`src/rtl/cpu_pkg.sv`:
```
// Shared definitions for the ALU sequencer: widths, opcodes, FSM states and
// the instruction word layout.
package cpu_pkg;

  localparam int unsigned DATA_W   = 8;
  localparam int unsigned PC_W     = 8;
  localparam int unsigned INSTR_W  = 16;
  localparam int unsigned OPC_W    = 4;
  localparam int unsigned REG_AW   = 2;
  localparam int unsigned NUM_REGS = 4;

  // Instruction field positions
  localparam int unsigned OPC_MSB = 15;
  localparam int unsigned OPC_LSB = 12;
  localparam int unsigned RD_MSB  = 11;
  localparam int unsigned RD_LSB  = 10;
  localparam int unsigned RS_MSB  = 9;
  localparam int unsigned RS_LSB  = 8;
  localparam int unsigned IMM_MSB = 7;
  localparam int unsigned IMM_LSB = 0;

  localparam logic [OPC_W-1:0] OP_ADD  = 4'h0;
  localparam logic [OPC_W-1:0] OP_SUB  = 4'h1;
  localparam logic [OPC_W-1:0] OP_AND  = 4'h2;
  localparam logic [OPC_W-1:0] OP_OR   = 4'h3;
  localparam logic [OPC_W-1:0] OP_XOR  = 4'h4;
  localparam logic [OPC_W-1:0] OP_NOT  = 4'h5;
  localparam logic [OPC_W-1:0] OP_ADDI = 4'h6;
  localparam logic [OPC_W-1:0] OP_JMP  = 4'h7;
  localparam logic [OPC_W-1:0] OP_JZ   = 4'h8;
  localparam logic [OPC_W-1:0] OP_JC   = 4'h9;
  localparam logic [OPC_W-1:0] OP_HALT = 4'hF;

  typedef enum logic [2:0] {
    ST_IDLE,
    ST_FETCH,
    ST_DECODE,
    ST_EXECUTE,
    ST_WRITEBACK,
    ST_HALT
  } state_t;

  typedef struct packed {
    logic [OPC_W-1:0]  opcode;
    logic [REG_AW-1:0] rd;
    logic [REG_AW-1:0] rs;
    logic [DATA_W-1:0] imm;
  } instr_t;

  // Opcodes 0..6 go through the ALU and write back a result
  function automatic logic is_alu_op(input logic [OPC_W-1:0] opc);
    return opc <= OP_ADDI;
  endfunction

endpackage

```
`src/rtl/regfile4x8.sv`:
```
// 4x8 register file: two combinational read ports, one synchronous write port.
module regfile4x8
  import cpu_pkg::*;
(
  input  logic              clk,
  input  logic              reset,
  input  logic              we,
  input  logic [REG_AW-1:0] waddr,
  input  logic [DATA_W-1:0] wdata,
  input  logic [REG_AW-1:0] raddr_a,
  output logic [DATA_W-1:0] rdata_a,
  input  logic [REG_AW-1:0] raddr_b,
  output logic [DATA_W-1:0] rdata_b
);

  logic [NUM_REGS-1:0][DATA_W-1:0] regs_q;

  always_ff @(posedge clk) begin
    if (reset) begin
      regs_q <= '0;
    end else if (we) begin
      regs_q[waddr] <= wdata;
    end
  end

  assign rdata_a = regs_q[raddr_a];
  assign rdata_b = regs_q[raddr_b];

endmodule

```
`src/rtl/alu_sequencer.sv`:
```
// Multi-cycle fetch/decode/execute/writeback controller driving an external
// combinational ALU, with a private 4x8 register file and C/Z flags.
module alu_sequencer
  import cpu_pkg::*;
(
  input  logic               clk,
  input  logic               reset,
  input  logic               start,
  output logic [PC_W-1:0]    imem_addr,
  input  logic [INSTR_W-1:0] imem_data,
  output logic [DATA_W-1:0]  alu_op1,
  output logic [DATA_W-1:0]  alu_op2,
  output logic [OPC_W-1:0]   alu_opcode,
  input  logic [DATA_W-1:0]  alu_result,
  input  logic               alu_carry,
  input  logic               alu_zero,
  output logic               busy,
  output logic               halted,
  output logic               wb_valid,
  output logic [REG_AW-1:0]  wb_reg,
  output logic [DATA_W-1:0]  wb_data
);

  state_t            state_q, state_d;
  logic [PC_W-1:0]   pc_q, pc_d;
  instr_t            ir_q;
  instr_t            instr_c;
  logic [DATA_W-1:0] result_q;
  logic              c_q, z_q;

  logic              rf_we_c;
  logic [REG_AW-1:0] rf_raddr_a_c, rf_raddr_b_c;
  logic [DATA_W-1:0] rf_rdata_a, rf_rdata_b;
  logic [DATA_W-1:0] op2_c;
  logic [OPC_W-1:0]  opcode_c;

  assign instr_c = instr_t'(imem_data);

  // Ports address the incoming word in DECODE and track the latched one otherwise
  assign rf_raddr_a_c = (state_q == ST_DECODE) ? instr_c.rd : ir_q.rd;
  assign rf_raddr_b_c = (state_q == ST_DECODE) ? instr_c.rs : ir_q.rs;

  regfile4x8 u_regfile (
    .clk     (clk),
    .reset   (reset),
    .we      (rf_we_c),
    .waddr   (ir_q.rd),
    .wdata   (result_q),
    .raddr_a (rf_raddr_a_c),
    .rdata_a (rf_rdata_a),
    .raddr_b (rf_raddr_b_c),
    .rdata_b (rf_rdata_b)
  );

  // Next-state, next-pc and register-file write enable
  always_comb begin
    state_d = state_q;
    pc_d    = pc_q;
    rf_we_c = 1'b0;
    case (state_q)
      ST_IDLE: begin
        if (start) begin
          state_d = ST_FETCH;
          pc_d    = '0;
        end
      end
      ST_FETCH:  state_d = ST_DECODE;
      ST_DECODE: state_d = ST_EXECUTE;
      ST_EXECUTE: begin
        state_d = ST_FETCH;
        pc_d    = pc_q + PC_W'(1);
        if (is_alu_op(ir_q.opcode)) begin
          state_d = ST_WRITEBACK;
          pc_d    = pc_q;
        end else begin
          case (ir_q.opcode)
            OP_JMP:  pc_d = ir_q.imm;
            OP_JZ:   if (z_q) pc_d = ir_q.imm;
            OP_JC:   if (c_q) pc_d = ir_q.imm;
            OP_HALT: begin
              state_d = ST_HALT;
              pc_d    = pc_q;
            end
            default: ;
          endcase
        end
      end
      ST_WRITEBACK: begin
        rf_we_c = 1'b1;
        pc_d    = pc_q + PC_W'(1);
        state_d = ST_FETCH;
      end
      ST_HALT: state_d = ST_HALT;
      default: state_d = ST_IDLE;
    endcase
  end

  // Operand 2 and opcode selection for the instruction being decoded
  always_comb begin
    op2_c    = rf_rdata_b;
    opcode_c = OP_ADD;
    if (is_alu_op(instr_c.opcode)) opcode_c = instr_c.opcode;
    if (instr_c.opcode == OP_ADDI) op2_c = instr_c.imm;
    else if (instr_c.opcode == OP_NOT) op2_c = '0;
  end

  always_ff @(posedge clk) begin
    if (reset) begin
      state_q    <= ST_IDLE;
      pc_q       <= '0;
      ir_q       <= '0;
      result_q   <= '0;
      c_q        <= 1'b0;
      z_q        <= 1'b0;
      imem_addr  <= '0;
      alu_op1    <= '0;
      alu_op2    <= '0;
      alu_opcode <= '0;
      busy       <= 1'b0;
      halted     <= 1'b0;
      wb_valid   <= 1'b0;
      wb_reg     <= '0;
      wb_data    <= '0;
    end else begin
      state_q <= state_d;
      pc_q    <= pc_d;
      if (state_d == ST_FETCH) imem_addr <= pc_d;
      if (state_q == ST_DECODE) begin
        ir_q       <= instr_c;
        alu_op1    <= rf_rdata_a;
        alu_op2    <= op2_c;
        alu_opcode <= opcode_c;
      end
      if (state_q == ST_EXECUTE && is_alu_op(ir_q.opcode)) begin
        result_q <= alu_result;
        c_q      <= (ir_q.opcode == OP_NOT) ? 1'b0 : alu_carry;
        z_q      <= alu_zero;
      end
      wb_valid <= (state_d == ST_WRITEBACK);
      if (state_d == ST_WRITEBACK) begin
        wb_reg  <= ir_q.rd;
        wb_data <= alu_result;
      end
      busy   <= (state_d != ST_IDLE) && (state_d != ST_HALT);
      halted <= (state_d == ST_HALT);
    end
  end

endmodule

```
`config.mk`:
```
export PLATFORM = sky130hd
export DESIGN_NAME = alu_sequencer
export DESIGN_NICKNAME = d
export VERILOG_FILES = /design/src/rtl/cpu_pkg.sv /design/src/rtl/regfile4x8.sv /design/src/rtl/alu_sequencer.sv
export SDC_FILE = /design/constraint.sdc
export NUM_CORES = 1
export LEC_CHECK = 0
export CAP_MARGIN = 40
export CORE_MARGIN = 5
export CORE_UTILIZATION = 55
export DETAILED_ROUTE_END_ITERATION = 12
export MAX_ROUTING_LAYER = met4
export PLACE_DENSITY = 0.91
export SETUP_SLACK_MARGIN = 0.5
export SKIP_LAST_GASP = 1
export SYNTH_ARGS = -nofsm -noshare
export SYNTH_HDL_FRONTEND = slang
export SYNTH_HIERARCHICAL = 1
export SYNTH_SLANG_ARGS = --single-unit
```
`constraint.sdc`:
```
create_clock -name clk -period 3.7 [get_ports clk]
set_clock_uncertainty 0.05 [all_clocks]
set_input_delay 0.555 -clock clk [delete_from_list [all_inputs] [get_ports clk]]
set_output_delay 0.555 -clock clk [all_outputs]
set_load 0.05 [all_outputs]
```
Word-level counts from Yosys, hierarchy flattened --
Index checks and enable logic that the tools add are counted.
Word-level totals: output and inout port bits 41, input port bits 29, register bits after elaboration 110, logic and storage cells 74
Cells by class: add/sub/neg operators 1, reductions and logical operators 5, $lt $le $gt $ge 6, eq/ne operators 16, multiplexer cells 24
Operator list (count):
- $mux W8 | 9
- $bmux W8 S2 | 2
- $bwmux W32 | 1
- $pmux W8 S4 | 1
- $pmux W8 S3 | 1
- $pmux W3 S6 | 1
- $demux W8 S2 | 1
- $eq A4 B3 Y1 const B | 4
- $eq A3 B3 Y1 const B | 4
- $eq A4 B4 Y1 const B | 3
- $lt A2 B3 Y1 const B | 3
- $mux W3 | 3
- $add A8 B1 Y8 const B | 1
- $le A4 B3 Y1 const B | 2
- $eq A3 B1 Y1 const B | 2
- $eq A3 B2 Y1 const B | 2
- $mux W2 | 2
- $mux W4 | 1
- $logic_and A1 B1 Y1 | 3
- $logic_not A3 Y1 | 1
- $ne A3 B3 Y1 const B | 1
- $reduce_bool A3 Y1 | 1
- $ge A2 B1 Y1 const B | 1
- $mux W1 | 2

Logic depth before layout (Yosys ltp) --
Gate-level depths: netlist (run 1).
depth after elaboration 6, gate-level depth with buffers 14, depth with buffers taken out 10

Hierarchy --
Netlist (run 1), hierarchy kept.
Modules (own cells, without submodules):
- alu_sequencer | area an instance 3415.8 sq um, times used 1, sequential area each 1561.5 sq um, cells an instance 439
- regfile4x8 | area an instance 1662.8 sq um, times used 1, sequential area each 640.6 sq um, cells an instance 136

Worst setup path before layout (run 1) --
No wires, ideal clock.
path type flip-flop to flip-flop, start register state_q[2], end register alu_op2[1], library setup time 0.132 ns, slack 0.799 ns, data arrival time 2.719 ns, stages on the path, launching flop included 15, required time 3.518 ns, period minus slack after synthesis 2.901 ns, path buffers 4, cells stage by stage dfxtp_1 > buf_2 > nand2b_1 > or2_2 > clkbuf_1 > clkbuf_1 > nand2_1 > nand2_1 > buf_2 > mux4_2 > nor2b_1 > a21oi_1 > nor2_1 > a211oi_1 > nor3_1
On the way: longest elaborated chain between the ends 6
Ends and longest elaborated chain:
- from (decl) | line alu_sequencer.sv:24 | state_t state_q, state_d;
- from (signal assigned) | line alu_sequencer.sv:125 | state_q <= state_d;
- $eq A3 B2 Y1 | line alu_sequencer.sv:41 | assign rf_raddr_b_c = (state_q == ST_DECODE) ? instr_c.rs : ir_q.rs;
- $mux W2 | line alu_sequencer.sv:41
- named net rf_raddr_b_c[1] | line alu_sequencer.sv:32 | logic [REG_AW-1:0] rf_raddr_a_c, rf_raddr_b_c;
- $bmux W8 S2 | line regfile4x8.sv:27 | assign rdata_b = regs_q[raddr_b];
- $mux W8 (implied by the code) | line regfile4x8.sv:27
- named net rf_rdata_b[1] | line alu_sequencer.sv:33 | logic [DATA_W-1:0] rf_rdata_a, rf_rdata_b;
- $mux W8 | line alu_sequencer.sv:104 | else if (instr_c.opcode == OP_NOT) op2_c = '0;
- $mux W8 | line alu_sequencer.sv:103 | if (instr_c.opcode == OP_ADDI) op2_c = instr_c.imm;
- to (signal assigned) | line alu_sequencer.sv:131 | alu_op2 <= op2_c;
- to (decl) | line alu_sequencer.sv:12 | output logic [DATA_W-1:0] alu_op2,
The timed path passes the listed nets, and every way through them passes these cells. The select of a mux whose other input is x is not followed. A chain may end at the register's enable or synchronous reset.

Final worst setup path (run 1) --
start register state_q[1], end register alu_op2[1]
Same word-level chain as after synthesis.

==> impl_metrics.csv, run 1 <==
group,metric,value,unit
layout,stdcell_count,736,
layout,antenna_cells,0,
die,rows,35,
pwr,p_leak,2.13,nW
timing,finalHoldViolations,0,
clock_tree,cts_setup_buffers,0,
layout,reg_top3,"u_regfile/regs_q (32), ir_q (16)",
global_route,first_global_vias,4351,
job,maxCapViolCount,0,
setup_path,cp_data_arrival_time,3100,ps
timing,min_period_over_period,0.782,
status,status,"completed",
timing,fmax,346,MHz
yosys,synth.top_cells.by_count,"dfxtp_1, nand2_1, a21oi_1, nand2b_1, nor2_1",
yosys,syn_inst,575,
layout,regMostFlops,"u_regfile/regs_q",
yosys,seq_area_frac_synth,0.434,
clock_tree,root_buffer,"clkbuf_8",
setup_path,worstSetupStartpointType,"flop",
setup_path,crit_type,"flop to flop",
clock_tree,clock-sinks,110,
timing,slew_headroom,0.504,
die,core,0.00911,mm²
setup_path,cp_max_fo,11,
setup_path,crit_required,3900,ps
timing,finalSetupViolations,0,
die,io_pins,70,
place,place_congestion,0.933,
place,portBuffers,69,
layout,num-nets-final,652,
route,drt_wl_total,13.2,mm
hold_path,min_from,"alu_opcode[0]$_SDFFE_PP0P_",
yosys,synth_xor_area_frac,0.00862,
clock_tree,cts_tree,"yes",
layout,drive_gt1_frac,0.0672,
setup_path,reg2reg_to,"alu_op2[1]$_SDFFE_PP0P_",
yosys,synthFlopType,"dfxtp_1",
clock_tree,clockBufferDepth,2,
yosys,async_flop_share,0,
setup_path,crit_path_start,"state_q[1]$_SDFF_PP0_",
setup_path,cp-end-kind,"flop",
route,firstDrtPassIters,5,
yosys,yosys.area_share.simple,0.240,
timing,drv_slew,0,
pwr,power_density,392,mW/mm²
layout,stdcell_area,0.00596,mm²
yosys,yosysMostFrequentCell,"dfxtp_1",
route,drt_iter0_drc,366,
global_route,antenna_found_initial,0,
yosys,synth_top_area_share,0.434,
global_route,grt_usage,0.243,
die,start_util,0.558,
yosys,synth_top_cell_by_area,"dfxtp_1",
route,wl_per_cell,17.9,µm
place,dpl.hpwl,9.46,mm
yosys,synth_top_family_by_area,"simple AND/OR/NAND/NOR gates",
route,vias,4517,
yosys,ys_seq_elements,110,
hold_path,hold_depth,2,
setup_path,r2r_slack,810,ps
global_route,grt_max_degree,51,
global_route,grt_pass1_wl,21.3,mm
clock_tree,cts.htree.levels,3,
layout,area_delta_synth_final,17.4,%
die,fp.dieW,106,µm
yosys,synthAdderAreaFrac,0.00246,
route,final_antenna_net_count,0,
hold_path,hp-class,"flop to flop",
timing,period_needed,2890,ps
place,dp_cells,722,
route,drc,0,
clock_tree,hold_buffers,0,
route,vias_per_cell,6.14,
clock_tree,numCtsBuffers,9,
timing,fin_tns_setup,0,ps
hold_path,min_to,"alu_opcode[0]$_SDFFE_PP0P_",
clock_tree,cts_repair_resize_count,0,
pwr,peakVddDrop,0.182,mV
die,dieArea,0.0113,mm²
layout,largest_reg_flops,32,
timing,rsz0062_at_grt,"no",
clock_tree,clk_latency,370,ps
die,die_h,106,µm
place,placed_area,0.00581,mm²
clock_tree,clk_pin_slew,100,ps
yosys,synth_nets,605,
yosys,synth_compound_area_frac,0.145,
yosys,syn_area_per_cell,8.83,µm²
setup_path,reg2reg_depth,10,
global_route,grt-ovfl-total,0,
timing,worst_pin_slew,740,ps
yosys,synth-edff-count,0,
yosys,yosysUniqueCellTypes,50,
setup_path,r2r_start,"state_q[1]$_SDFF_PP0_",
yosys,ys_warn_count,6,
yosys,synthMuxAreaShare,0.136,
yosys,synthTopCellsByArea,"dfxtp_1, nand2_1, mux4_2, mux2i_1, a21oi_1",
yosys,netlist_area,0.00508,mm²
==> stage by stage <==
stage                      util  total power [mW]  setup slack (ps)  hold WS [ps]
after floorplan               -              1.59               799           382
after global placement    0.636              1.71               914           388
after detailed placement  0.638              1.73               848           394
after CTS                 0.655              2.35               812           408
after global routing      0.655              2.43               612           427
final                     0.655              2.34               807           405
==> critical path, cell delays in order (launching register included) <==
cell	delay [ps]
dfxtp_1	570
nand2b_1	170
or2_2	370
nand2_1	130
nand2_1	280
mux4_2	550
nor2b_1	140
a21oi_1	130
nor2_1	50
a211oi_1	250
nor3_1	70
==> report_power, final <==
| group | internal (mW) | switching [mW] | total [mW] | leakage [nW] |
|---|---|---|---|---|
| clock network | 0.240 | 0.394 | 0.634 | 0.0715 |
| logic | 0.159 | 0.268 | 0.427 | 1.17 |
| registers | 1.23 | 0.0460 | 1.28 | 0.890 |
==> how the worst max path moves through the flow <==
stage / endpoint / depth (start not counted)
2_1_floorplan: alu_op2[1]$_SDFFE_PP0P_ / 14
3_5_place_dp: alu_op2[4]$_SDFFE_PP0P_ / 10
3_3_place_gp: alu_op1[0]$_SDFFE_PP0P_ / 8
4_1_cts: alu_op2[1]$_SDFFE_PP0P_ / 10
6_report: alu_op2[1]$_SDFFE_PP0P_ / 10
5_1_grt: alu_op2[1]$_SDFFE_PP0P_ / 10
==> metal layers <==
metal	up-vias	global-route usage	wire length, µm
met5	-	-	0
met4	0	0.0944	325
met3	32	0.0461	845
met2	201	0.415	6690
met1	2178	0.283	5340
li1	2106	-	-
==> cell type report <==
type | instances | area (µm²)
Fill cell | 765 | 3140
Multi-Input combinational cell | 422 | 2700
Sequential cell | 110 | 2200
Timing Repair Buffer | 74 | 748
Tap cell | 111 | 139
Clock buffer | 11 | 131
Clock inverter | 3 | 23.8
Inverter | 5 | 18.8
==> cell families after synthesis <==
logic type,count (synthesis)
AO/OA/AOI/OAI,120
XOR/XNOR,5
adder cells (fa/ha/maj),1
buffers and inverters,43
flip-flops,110
multiplexers,49
AND/OR/NAND/NOR,247
==> cells in the final DEF (no fill, tap or decap), types with 11 or more instances in the layout <==
master	synthesis	layout
nand2_1	108	108
nand2b_1	45	45
dfxtp_1	110	110
mux4_2	16	16
nor2b_1	11	11
nor3_1	13	13
a211oi_1	12	12
nor2_1	37	36
clkdlybuf4s50_1	0	68
mux2i_1	33	33
a21oi_1	65	65
No activity file was read; power rests on OpenSTA's default activity.
==> inputs of run 2 (changes only) <==
==> constraint.sdc (replaced) <==
create_clock -name clk -period 2.83 [get_ports clk]
set_clock_uncertainty 0.05 [all_clocks]
set_input_delay 0.4245 -clock clk [delete_from_list [all_inputs] [get_ports clk]]
set_output_delay 0.4245 -clock clk [all_outputs]
set_load 0.05 [all_outputs]
==> impl_metrics.csv, run 2 (same netlist as run 1, synthesis figures left out) <==
group,metric,value,unit
place,dp_cells,730,
setup_path,cp_max_fo,11,
timing,drv_slew,0,
setup_path,worstPathCellList,"buf_6 -> nor2_4 -> buf_6 -> nand2_4 -> nand2_4 -> mux4_2 -> nor2b_1 -> a21oi_1 -> nor2_1 -> a211oi_2 -> nor3_1",
route,final_antenna_net_count,0,
layout,num-nets-final,671,
layout,largest_reg_flops,32,
layout,finish.utilization,0.683,
setup_path,crit_type,"flop to flop",
die,dieArea,0.0113,mm²
timing,slew_headroom,0.478,
setup_path,crit_cells,11,
die,io_pins,70,
layout,stdcell_count,757,
job,maxCapViolCount,0,
setup_path,cp-end-kind,"flop",
global_route,grt-ovfl-total,0,
layout,reg_top3,"u_regfile/regs_q (32), ir_q (16)",
route,vias_per_cell,6.17,
clock_tree,clock-sinks,110,
global_route,grt_max_degree,50,
clock_tree,cts_tree,"yes",
global_route,first_global_vias,4545,
setup_path,cp_data_arrival_time,2560,ps
route,drt_wl_total,13.9,mm
hold_path,hp-class,"flop to flop",
place,place_congestion,0.916,
clock_tree,clk_latency,380,ps
place,pre_cts_ws,121,ps
die,core,0.00911,mm²
pwr,peakVddDrop,0.291,mV
setup_path,cp_num_buf_inv,2,
route,wl_per_cell,18.4,µm
clock_tree,clockBufferDepth,2,
hold_path,hold_depth,2,
global_route,antenna_found_initial,0,
layout,regMostFlops,"u_regfile/regs_q",
layout,antenna_cells,0,
timing,min_period_over_period,0.825,
timing,finalSetupViolations,0,
pwr,p_sw,1.01,mW
layout,area_delta_synth_final,22.5,%
timing,fin_tns_setup,0,ps
clock_tree,hold_buffers,0,
route,drc,0,
die,rows,35,
layout,layout_common_cells,"dfxtp_1, nand2_1, clkdlybuf4s50_1, a21oi_1, nand2b_1",
setup_path,cp_slowest_stage_delay,520,ps
timing,rsz0062_at_grt,"yes",
pwr,p_leak,2.26,nW
die,die_h,106,µm
status,status,"completed",
clock_tree,clk_pin_slew,100,ps
layout,drive_gt1_frac,0.124,
setup_path,reg2reg_depth,11,
layout,mostFrequentLayoutCell,"dfxtp_1",
pwr,comb_power_share,0.201,
route,firstDrtPassIters,5,
pwr,power_frac_seq,0.514,
pwr,switching_share,0.313,
layout,fillCellCount,643,
pwr,intPower,2.22,mW
clock_tree,numCtsBuffers,9,
global_route,grt_usage,0.250,
setup_path,cp_top_family,"simple AND/OR/NAND/NOR gates",
setup_path,worstSetupStartpointType,"flop",
setup_path,critPathSlowestCell,"mux4_2",
timing,fmax,429,MHz
clock_tree,root_buffer,"clkbuf_8",
pwr,power_density,519,mW/mm²
place,portBuffers,69,
place,dpl.hpwl,9.55,mm
timing,period_needed,2330,ps
die,fp.dieW,106,µm
timing,setup_ws,497,ps
die,start_util,0.558,
clock_tree,cts.htree.levels,3,
route,drt_iter0_drc,423,
route,vias,4673,
timing,worst_pin_slew,780,ps
setup_path,crit_required,3050,ps
pwr,clockPowerShare,0.286,
global_route,grt_pass1_wl,22.2,mm
timing,finalHoldViolations,0,
run 2: cell count changes in the layout (fill, tap and decap cells not counted), moves of 2 or more:
cell and change:
nand2_4 +3, a211oi_1 -4, clkbuf_1 -2, a211oi_2 +4
inv_8 +2, buf_6 +3, buf_4 +18, buf_12 -2
nand2_2 +4, nand2_1 -8
run 2: routing by layer:
layer,track usage,up-vias,share of wire
met3,0.0565,50,0.079
met1,0.291,2222,0.39
li1,-,2144,-
met2,0.419,257,0.49
met4,0.103,0,0.033
met5,-,-,0
run 2: power groups by stage:
| stage | Sequential, mW | Clock [mW] | Combinational [mW] |
|---|---|---|---|
| global placement | 1.69 | 0 | 0.569 |
| detailed placement | 1.69 | 0 | 0.583 |
| global route | 1.67 | 0.990 | 0.691 |
| CTS | 1.66 | 0.934 | 0.612 |
| finish | 1.66 | 0.923 | 0.648 |
| floorplan | 1.78 | 0 | 0.324 |
run 2: repair_timing:
item                                    CTS  global route
endpoints found under the setup margin   10            13
buffers inserted                          7             4
pin swaps                                 4             6
resized for setup                         9            12
run 2: worst min-delay path, stage by stage (launching register included):
cell	delay [ps]
dfxtp_1	320
nand2_1	50
a21oi_1	50
run 2: path summary, 6_finish.rpt:
check	end	slack, ps	startpoint
min	alu_op1[5]$_SDFFE_PP0P_	410	alu_op1[5]$_SDFFE_PP0P_
max	alu_op2[7]$_SDFFE_PP0P_	500	state_q[0]$_SDFF_PP0_
max reg2reg	alu_op2[7]$_SDFFE_PP0P_	500	state_q[0]$_SDFF_PP0_
min reg2reg	alu_op1[5]$_SDFFE_PP0P_	410	alu_op1[5]$_SDFFE_PP0P_
run 2: per-stage QoR:
step	hold slack (ps)	cell area (µm²)	total power, mW
final	414	6220	3.23
after global routing	443	6220	3.35
after detailed placement	399	5860	2.28
after floorplan	382	5140	2.10
after CTS	415	6140	3.20
after global placement	391	5860	2.26
run 2: area by class of cell:
| type | count | area [µm²] | share of cell area |
|---|---|---|---|
| inverter | 5 | 18.8 | 0.00302 |
| clock inverter | 6 | 52.6 | 0.00845 |
| clock buffer | 10 | 138 | 0.0221 |
| tap | 111 | 139 | 0.0223 |
| sequential | 110 | 2210 | 0.355 |
| timing repair buffer | 93 | 877 | 0.141 |
| multi-input combinational | 422 | 2790 | 0.448 |
==> inputs of run 3 (changes only) <==
==> constraint.sdc (replaced) <==
create_clock -name clk -period 2.29 [get_ports clk]
set_clock_uncertainty 0.05 [all_clocks]
set_input_delay 0.3435 -clock clk [delete_from_list [all_inputs] [get_ports clk]]
set_output_delay 0.3435 -clock clk [all_outputs]
set_load 0.05 [all_outputs]
==> impl_metrics.csv, run 3 (same netlist as run 1, synthesis figures left out) <==
group,metric,value,unit
die,fp.dieW,106,µm
clock_tree,numCtsBuffers,9,
layout,reg_top3,"u_regfile/regs_q (32), ir_q (16)",
hold_path,hp-class,"flop to flop",
place,dpl.hpwl,9.83,mm
die,die_h,106,µm
layout,mostFrequentLayoutCell,"dfxtp_1",
global_route,grt-ovfl-total,0,
die,dieArea,0.0113,mm²
die,io_pins,70,
setup_path,critPathSlowestCell,"mux4_2",
setup_path,r2r_slack,-260,ps
global_route,grt.busiest_layer,"met2",
layout,antenna_cells,0,
clock_tree,cts.htree.levels,3,
pwr,p_leak,2.69,nW
clock_tree,clk_latency,380,ps
timing,finalSetupViolations,9,
setup_path,cp_slowest_stage_delay,570,ps
setup_path,worstSetupStartpointType,"flop",
place,placed_area,0.00596,mm²
setup_path,r2r_start,"state_q[2]$_SDFF_PP0_",
global_route,grt_usage,0.278,
global_route,grt_max_degree,36,
status,status,"finished with violations",
timing,fmax,392,MHz
pwr,p_sw,1.36,mW
layout,layout_common_cells,"dfxtp_1, nand2_1, a21oi_1, nand2b_1, dlygate4sd2_1",
layout,fillCellCount,525,
die,start_util,0.558,
clock_tree,clk_pin_slew,100,ps
timing,drv_slew,0,
job,maxCapViolCount,0,
timing,finalHoldViolations,0,
layout,area_delta_synth_final,36.4,%
global_route,first_global_vias,4987,
place,place_congestion,0.926,
timing,slew_headroom,0.383,
timing,setup_ws,-259,ps
timing,period_needed,2550,ps
layout,largest_reg_flops,32,
global_route,use_met3,0.0546,
layout,regMostFlops,"u_regfile/regs_q",
route,vias,5417,
setup_path,crit_end,"alu_op2[7]$_SDFFE_PP0P_",
pwr,comb_power_share,0.216,
setup_path,cp_data_arrival_time,2740,ps
setup_path,worstPathCellList,"nand2b_4 -> nor2_4 -> buf_4 -> nand2_1 -> nand2_2 -> mux4_2 -> nor2b_1 -> a21oi_1 -> nor2_1 -> a211oi_1 -> nor3_1",
global_route,grt_pass1_wl,24.5,mm
route,final_antenna_net_count,0,
route,wl_per_cell,24.7,µm
pwr,clockPowerShare,0.321,
die,rows,35,
pwr,switching_share,0.305,
place,dp_cells,738,
pwr,power_frac_seq,0.463,
timing,rsz0062_at_grt,"yes",
setup_path,crit_cells,11,
pwr,peakVddDrop,0.362,mV
clock_tree,root_buffer,"clkbuf_8",
timing,fin_tns_setup,-527,ps
global_route,antenna_found_initial,0,
setup_path,reg2reg_depth,11,
global_route,grt_use_met2,0.467,
route,drc,0,
setup_path,cp_top_family,"simple AND/OR/NAND/NOR gates",
clock_tree,clock-sinks,110,
place,portBuffers,69,
route,vias_per_cell,6.87,
global_route,use_met1,0.315,
pwr,intPower,3.10,mW
timing,worst_pin_slew,918,ps
setup_path,crit_path_start,"state_q[2]$_SDFF_PP0_",
setup_path,cp-end-kind,"flop",
route,drt_iter0_drc,673,
clock_tree,clockBufferDepth,2,
setup_path,crit_required,2480,ps
timing,min_period_over_period,1.11,
setup_path,crit_type,"flop to flop",
clock_tree,cts_tree,"yes",
layout,stdcell_area,0.00693,mm²
place,pre_cts_ws,-112,ps
pwr,power_density,645,mW/mm²
layout,num-nets-final,703,
route,drt_wl_total,19.5,mm
die,core,0.00911,mm²
layout,drive_gt1_frac,0.260,
setup_path,cp_num_buf_inv,1,
status,violations,"setup timing",
setup_path,cp_max_fo,3,
route,firstDrtPassIters,8,
layout,stdcell_count,788,
clock_tree,hold_buffers,0,
setup_path,reg2reg_to,"alu_op2[7]$_SDFFE_PP0P_",
## run 3: cell types whose count changed in the layout (fill, tap and decap cells not counted), moves of 8 or more
cell,change
buf_4,+13
dfxtp_1,-8
buf_6,+12
clkdlybuf4s50_1,-41
a21oi_1,-8
dlygate4sd2_1,+41
## run 3: cell type report
cell class | instances | area [µm²] | area share
multi-input combinational | 423 | 3140 | 0.453
sequential | 110 | 2220 | 0.321
clock inverter | 4 | 95.1 | 0.0137
timing repair buffer | 124 | 1170 | 0.169
clock buffer | 11 | 141 | 0.0204
tap | 111 | 139 | 0.0200
inverter | 5 | 21.3 | 0.00307
## run 3: worst reg2reg max path: stages, from the launching register on
cell,delay (ps)
dfxtp_2,340
nand2b_4,170
nor2_4,170
buf_4,130
nand2_1,80
nand2_2,90
mux4_2,570
nor2b_1,190
a21oi_1,170
nor2_1,80
a211oi_1,310
nor3_1,110
## run 3: worst min-delay path by stage
stage / start / end / depth (start not counted)
final: wb_data[5]$_SDFFE_PP0P_ / wb_data[5]$_SDFFE_PP0P_ / 2
after detailed placement: alu_opcode[0]$_SDFFE_PP0P_ / alu_opcode[0]$_SDFFE_PP0P_ / 2
after CTS: alu_opcode[0]$_SDFFE_PP0P_ / alu_opcode[0]$_SDFFE_PP0P_ / 2
after floorplan: ir_q[1]$_SDFFE_PP0P_ / ir_q[1]$_SDFFE_PP0P_ / 2
after global placement: alu_opcode[1]$_SDFFE_PP0P_ / alu_opcode[1]$_SDFFE_PP0P_ / 2
after global routing: alu_opcode[1]$_SDFFE_PP0P_ / alu_opcode[1]$_SDFFE_PP0P_ / 2
## run 3: routing by layer
| metal | up-vias | wire (µm) |
|---|---|---|
| met5 | - | 0 |
| met4 | 0 | 1740 |
| met3 | 184 | 2020 |
| met2 | 509 | 8880 |
| met1 | 2517 | 6820 |
| li1 | 2207 | - |
## run 3: what timing repair did
item,in CTS,in global routing
endpoints found under the setup margin,105,53
gates resized for setup,87,82
buffers inserted,14,18
pin swaps,10,25
cloned,0,3
## run 3: power groups by stage
stage	sequential (mW)	combinational [mW]	clock (mW)
2_1_floorplan	2.20	0.409	0
3_3_place_gp	2.09	0.722	0
3_5_place_dp	2.09	0.744	0
4_1_cts	2.05	0.762	1.39
5_1_grt	2.08	1.00	1.51
6_report	2.07	0.965	1.43
## run 3: metrics by stage
stage	total power, mW	utilization	hold WS [ps]
6_report	4.47	0.761	411
4_1_cts	4.20	0.703	410
2_1_floorplan	2.61	-	382
5_1_grt	4.59	0.761	434
3_5_place_dp	2.84	0.654	400
3_3_place_gp	2.81	0.654	391
